File: src/rtl/tcdm_rr_arbiter.sv
// tcdm_rr_arbiter: round-robin arbiter sharing one TCDM memory port between
// N_REQ masters. An in-order ID FIFO routes each response back to the master
// whose request produced it.
// Optional build macro TCDM_ARB_PERF_EN adds per-master stall counters
// (stall_cnt_o) and their synchronous clear (perf_clr_i).
module tcdm_rr_arbiter #(
    parameter int unsigned N_REQ           = 3,
    parameter int unsigned AW              = 32,
    parameter int unsigned DW              = 32,
    parameter int unsigned MAX_OUTSTANDING = 4
) (
    input  logic                          clk_i,
    input  logic                          rst_ni,
    input  logic [N_REQ-1:0]              in_req,
    input  logic [N_REQ-1:0][AW-1:0]      in_add,
    input  logic [N_REQ-1:0]              in_wen,
    input  logic [N_REQ-1:0][DW/8-1:0]    in_be,
    input  logic [N_REQ-1:0][DW-1:0]      in_data,
    output logic [N_REQ-1:0]              in_gnt,
    output logic [DW-1:0]                 in_r_data,
    output logic [N_REQ-1:0]              in_r_valid,
    output logic                          out_req,
    output logic [AW-1:0]                 out_add,
    output logic                          out_wen,
    output logic [DW/8-1:0]               out_be,
    output logic [DW-1:0]                 out_data,
    input  logic                          out_gnt,
    input  logic [DW-1:0]                 out_r_data,
    input  logic                          out_r_valid,
    output logic                          busy_o,
    output logic                          err_o
`ifdef TCDM_ARB_PERF_EN
    ,
    input  logic                          perf_clr_i,
    output logic [N_REQ-1:0][31:0]        stall_cnt_o
`endif
);

    localparam int unsigned IW = (N_REQ > 1) ? $clog2(N_REQ) : 1;
    localparam int unsigned PW = (MAX_OUTSTANDING > 1) ? $clog2(MAX_OUTSTANDING) : 1;
    localparam int unsigned CW = $clog2(MAX_OUTSTANDING + 1);

    logic [IW-1:0] rr_ptr_q, rr_ptr_d;
    logic [IW-1:0] fifo_q [MAX_OUTSTANDING];
    logic [IW-1:0] fifo_d [MAX_OUTSTANDING];
    logic [PW-1:0] wr_ptr_q, wr_ptr_d;
    logic [PW-1:0] rd_ptr_q, rd_ptr_d;
    logic [CW-1:0] count_q, count_d;
    logic          err_q, err_d;

    logic [IW-1:0] sel;
    logic          found;
    int unsigned   scan_idx;
    logic          full;
    logic          push;
    logic          pop;
    logic [IW-1:0] head_id;

    assign full    = (count_q == CW'(MAX_OUTSTANDING));
    assign out_req = (|in_req) & ~full;
    assign push    = out_req & out_gnt;
    assign pop     = out_r_valid & (count_q != '0);
    assign head_id = fifo_q[rd_ptr_q];

    // Round-robin scan starting at rr_ptr; first requesting master wins.
    always_comb begin
        sel      = '0;
        found    = 1'b0;
        scan_idx = 0;
        for (int unsigned k = 0; k < N_REQ; k++) begin
            scan_idx = (32'(rr_ptr_q) + k) % N_REQ;
            if (!found && in_req[scan_idx]) begin
                found = 1'b1;
                sel   = IW'(scan_idx);
            end
        end
    end

    // Forward the selected master's fields and route grant / response strobes.
    always_comb begin
        out_add    = in_add[sel];
        out_wen    = in_wen[sel];
        out_be     = in_be[sel];
        out_data   = in_data[sel];
        in_gnt     = '0;
        in_r_valid = '0;
        in_r_data  = out_r_data;
        if (push) begin
            in_gnt[sel] = 1'b1;
        end
        if (pop) begin
            in_r_valid[head_id] = 1'b1;
        end
    end

    // Next state for priority pointer, ID FIFO, occupancy and error flag.
    always_comb begin
        rr_ptr_d = rr_ptr_q;
        fifo_d   = fifo_q;
        wr_ptr_d = wr_ptr_q;
        rd_ptr_d = rd_ptr_q;
        count_d  = count_q;
        err_d    = err_q | (out_r_valid & (count_q == '0));
        if (push) begin
            rr_ptr_d         = (sel == IW'(N_REQ - 1)) ? '0 : sel + 1'b1;
            fifo_d[wr_ptr_q] = sel;
            wr_ptr_d         = (wr_ptr_q == PW'(MAX_OUTSTANDING - 1)) ? '0 : wr_ptr_q + 1'b1;
        end
        if (pop) begin
            rd_ptr_d = (rd_ptr_q == PW'(MAX_OUTSTANDING - 1)) ? '0 : rd_ptr_q + 1'b1;
        end
        case ({push, pop})
            2'b10:   count_d = count_q + 1'b1;
            2'b01:   count_d = count_q - 1'b1;
            default: count_d = count_q;
        endcase
    end

    // State registers; reset discards any in-flight IDs.
    always_ff @(posedge clk_i or negedge rst_ni) begin
        if (!rst_ni) begin
            rr_ptr_q <= '0;
            for (int i = 0; i < int'(MAX_OUTSTANDING); i++) begin
                fifo_q[i] <= '0;
            end
            wr_ptr_q <= '0;
            rd_ptr_q <= '0;
            count_q  <= '0;
            err_q    <= 1'b0;
        end else begin
            rr_ptr_q <= rr_ptr_d;
            fifo_q   <= fifo_d;
            wr_ptr_q <= wr_ptr_d;
            rd_ptr_q <= rd_ptr_d;
            count_q  <= count_d;
            err_q    <= err_d;
        end
    end

    assign busy_o = (count_q != '0);
    assign err_o  = err_q;

`ifdef TCDM_ARB_PERF_EN
    logic [N_REQ-1:0][31:0] stall_cnt_q, stall_cnt_d;

    // Count cycles each master waits with its request up; saturating, clear wins.
    always_comb begin
        stall_cnt_d = stall_cnt_q;
        for (int i = 0; i < int'(N_REQ); i++) begin
            if (perf_clr_i) begin
                stall_cnt_d[i] = '0;
            end else if (in_req[i] && !in_gnt[i] && (stall_cnt_q[i] != 32'hFFFF_FFFF)) begin
                stall_cnt_d[i] = stall_cnt_q[i] + 32'd1;
            end
        end
    end

    // Stall counter registers.
    always_ff @(posedge clk_i or negedge rst_ni) begin
        if (!rst_ni) begin
            stall_cnt_q <= '0;
        end else begin
            stall_cnt_q <= stall_cnt_d;
        end
    end

    assign stall_cnt_o = stall_cnt_q;
`endif

endmodule

File: config.mk
export PLATFORM = sky130hd
export DESIGN_NAME = tcdm_rr_arbiter
export DESIGN_NICKNAME = d
export VERILOG_FILES = /design/src/rtl/tcdm_rr_arbiter.sv
export SDC_FILE = /design/constraint.sdc
export NUM_CORES = 1
export LEC_CHECK = 0
export CELL_PAD_IN_SITES_DETAIL_PLACEMENT = 2
export CELL_PAD_IN_SITES_GLOBAL_PLACEMENT = 2
export CORE_MARGIN = 8
export CORE_UTILIZATION = 16
export CTS_CLUSTER_DIAMETER = 80
export DETAILED_ROUTE_END_ITERATION = 12
export PLACE_DENSITY = 0.95
export SETUP_SLACK_MARGIN = 0.4
export SYNTH_ARGS = -nofsm -noshare
export SYNTH_HDL_FRONTEND = slang
export SYNTH_SLANG_ARGS = --single-unit
File: constraint.sdc
create_clock -name clk_i -period 7.52 [get_ports clk_i]
set_input_delay 1.88 -clock clk_i [delete_from_list [all_inputs] [get_ports clk_i]]
set_output_delay 1.88 -clock clk_i [all_outputs]
set_load 0.1 [all_outputs]
==> results.yml <==
outcome:
  outcome: "completed"
routing:
  initialDrtViolationCount: 44
  post-route-drc-count: 0
  route.met3.wl_um: 1610
  ant_nets: 0
  drt_first_pass_iters: 4
  route.detailed.wl_per_inst_um: 22.7
  route.vias.total: 3398
  wirelength_um: 18800
  routed_via_density: 4.09
  topRoutingLayerUsed: "met4"
  met1_length_um: 7290
  met2_length_um: 9540
worst_setup_path:
  cp_bufs_invs: 4
  critical_path.top_delay_family: "buffers and inverters"
  crit_top_cell: "buf_4"
  cp-start-kind: "input pin"
  critical_path.startpoint: "in_req[1]"
  crit_chain: "clkdlybuf4s50_1, inv_1, a221o_1, o22ai_4, buf_4, mux2_4, mux2_2, buf_4"
  arrival_ns: 4.69
  critPathKind: "in -> out"
  timing.critical_path.slowest_stage_cell: "o22ai_4"
  data_required_time_at_the_worst_endpoint_ns: 5.64
  timing.critical_path.fanout_max: 14
  timing.reg2reg.worst_path_depth: 8
  slowest_delay_ns: 0.63
  crit-reg2reg-launch: "rr_ptr_q[0]$_DFFE_PN0P_"
  crit_path_capture_type: "output pin"
  critical_path.reg2reg.endpoint: "rr_ptr_q[1]$_DFFE_PN0P_"
  worst-r2r-setup-slack_ns: 4.89
clocking:
  ctsHtreeMaxLevel: 1
  hold_buffers: 0
  cts_setup_buffers: 0
  clk_latency_ns: 0.26
  cts_tree: "done"
  cts.repair.resized: 0
  max-clock-path-buffers: 2
  clk_pin_slew_ns: 0.05
  cts.root.buffer_cell: "clkbuf_16"
  tritoncts.num_buffers: 3
  cts_num_sinks: 18
finish:
  flow.area_growth_from_synthesis_pct: 94.3
  layout_commonest_cell: "clkdlybuf4s50_1"
  sequential_cell_area_sq_um: 450
  final_nets: 811
  post_route_cells_drive_above_1_share_pct: 43.3
  layout.filler_cells: 2220
  final_cell_mix: "219 x clkdlybuf4s50_1, 79 x mux2_2, 68 x mux2_4"
  final-instance-count-excl-fill: 830
  multi_input_comb_area_sq_mm: 0.00249
place:
  io_buffer_count: 291
  detailed_place_hpwl_um: 16000
  gp_congestion: 0.813
  pre_cts_slack_ns: 0.869
  dp.cells: 825
floorplanning:
  core.rowCount: 53
  initial_utilization_pct: 16.1
  floorplan.core_area_sq_mm: 0.0208
  die_area_sq_mm: 0.0258
  die-width_um: 161
  die_h_um: 161
  io_pins: 356
synthesis:
  postSynthAreaPerCell_sq_um: 11.1
  syn-instance-count: 301
  synthFlopType: "dfrtp_1"
  asyncSetResetFlopFracSynth_pct: 100
  synth_enable_flop_cells: 0
  yosys_warnings: 0
  postSynthRegisterBits: 18
  mappedNetlistNets: 557
  seq_area_frac_synth_pct: 13.4
  synthDistinctLibCells: 40
  post_syn_area_sq_mm: 0.00335
sta:
  grt_setup_unrepaired: "no"
  final_min_period_over_clock_period_pct: 87.4
  max_slew.worst_pin.slew_ns: 1.01
  min_period_ns: 6.57
  setup_viol_count_final: 0
  tns_ns: 0
  slew_headroom_pct: 32.6
  slew_viol_final: 0
  max_clock_freq_mhz: 152
  worst_clock_skew_ns: 0.00435
  timing_hold_violations_final: 0
  layout_setup_ws_ns: 0.946
worst_hold_path:
  number_of_cells_on_the_worst_hold_path: 1
  min_delay_worst_endpoint: "err_o$_DFF_PN0_"
  hp-class: "reg -> reg"
  min_from: "err_o$_DFF_PN0_"
run:
  maxCapViolations: 0
grt:
  grt_pass1_wl_um: 27000
  gr-usage-all-layers_pct: 13.7
  sum_of_overflow_across_all_layers_after_global_routing: 0
  grt_max_degree: 49
  antenna_found_initial: 1
  vias_in_the_first_global_route: 4001
stage by stage:
step                      utilization, %  hold WS, ns  area (sq um)
after CTS                           31.4        0.480          6510
after detailed placement            30.9        0.470          6420
after floorplan                        -        0.455          3360
after global routing                31.4        0.494          6510
after global placement              30.9        0.461          6420
final                               31.4        0.474          6510
flip-flops by register name, summed over array words and instances (netlist names):
name,flops
count_q,3
rd_ptr_q,2
rr_ptr_q,2
wr_ptr_q,2
err_o,1
fifo_q,8
worst reg2reg max path: stages, from the launching register on:
cell	delay (ns)
dfrtp_1	0.39
inv_1	0.06
ha_1	0.32
and2b_2	0.27
a221o_1	0.37
o22ai_4	0.63
buf_12	0.29
nand2_1	0.11
o22ai_1	0.12
cell usage after synthesis, types with 2 or more instances:
| cell | instances | share of area, % |
|---|---|---|
| nor3b_1 | 3 | 0.67 |
| a21oi_1 | 3 | 0.45 |
| o211ai_1 | 2 | 0.45 |
| mux2_2 | 79 | 27 |
| buf_6 | 8 | 2.7 |
| dfrtp_1 | 18 | 13 |
| buf_2 | 7 | 1.0 |
| xor2_1 | 2 | 0.52 |
| o21ai_0 | 9 | 1.3 |
| and2b_2 | 2 | 0.52 |
| mux2_4 | 68 | 30 |
| inv_1 | 14 | 1.6 |
| or3_1 | 2 | 0.37 |
| ha_1 | 9 | 3.4 |
| mux4_2 | 2 | 1.3 |
| nor2_1 | 2 | 0.22 |
| buf_4 | 33 | 7.4 |
| nand2_1 | 10 | 1.1 |
| nor2b_1 | 3 | 0.56 |
| nor3_1 | 4 | 0.60 |
| or2_2 | 2 | 0.37 |
cells by family after synthesis:
| kind of cell | count (synthesis) | synth area share [%] |
|---|---|---|
| buffers and inverters | 63 | 12.8 |
| AND/OR/NAND/NOR | 31 | 5.04 |
| AO/OA/AOI/OAI | 26 | 5.30 |
| adder cells (fa/ha/maj) | 10 | 3.96 |
| XOR/XNOR | 3 | 0.784 |
| multiplexers | 150 | 58.7 |
| flip-flops | 18 | 13.4 |
worst max-delay path by stage:
| stage | to | slack (ns) | cells past startpoint |
|---|---|---|---|
| 6_report | out_add[15] | 0.95 | 8 |
| 5_1_grt | out_add[15] | 0.78 | 8 |
| 4_1_cts | out_add[15] | 0.87 | 8 |
| 3_5_place_dp | out_add[15] | 0.87 | 8 |
| 3_3_place_gp | out_add[28] | 0.94 | 8 |
| 2_1_floorplan | in_gnt[2] | 0.49 | 5 |
layer usage:
layer	up-vias	GRT usage [%]
met5	-	0
met4	0	3.83
met3	15	4.56
met2	199	24.7
met1	1624	14.9
li1	1560	-
area by class of cell:
type / instances / share of cell area (%)
inverters: 14 / 0.807
repair buffers: 298 / 47.4
clock buffers: 4 / 1.36
well taps: 275 / 5.28
multi-input cells: 220 / 38.2
diodes: 1 / 0.0384
flip-flops and latches: 18 / 6.92
Power is not shown: default switching activity piles up to over one toggle a cycle in this logic, so the estimate is an artifact.
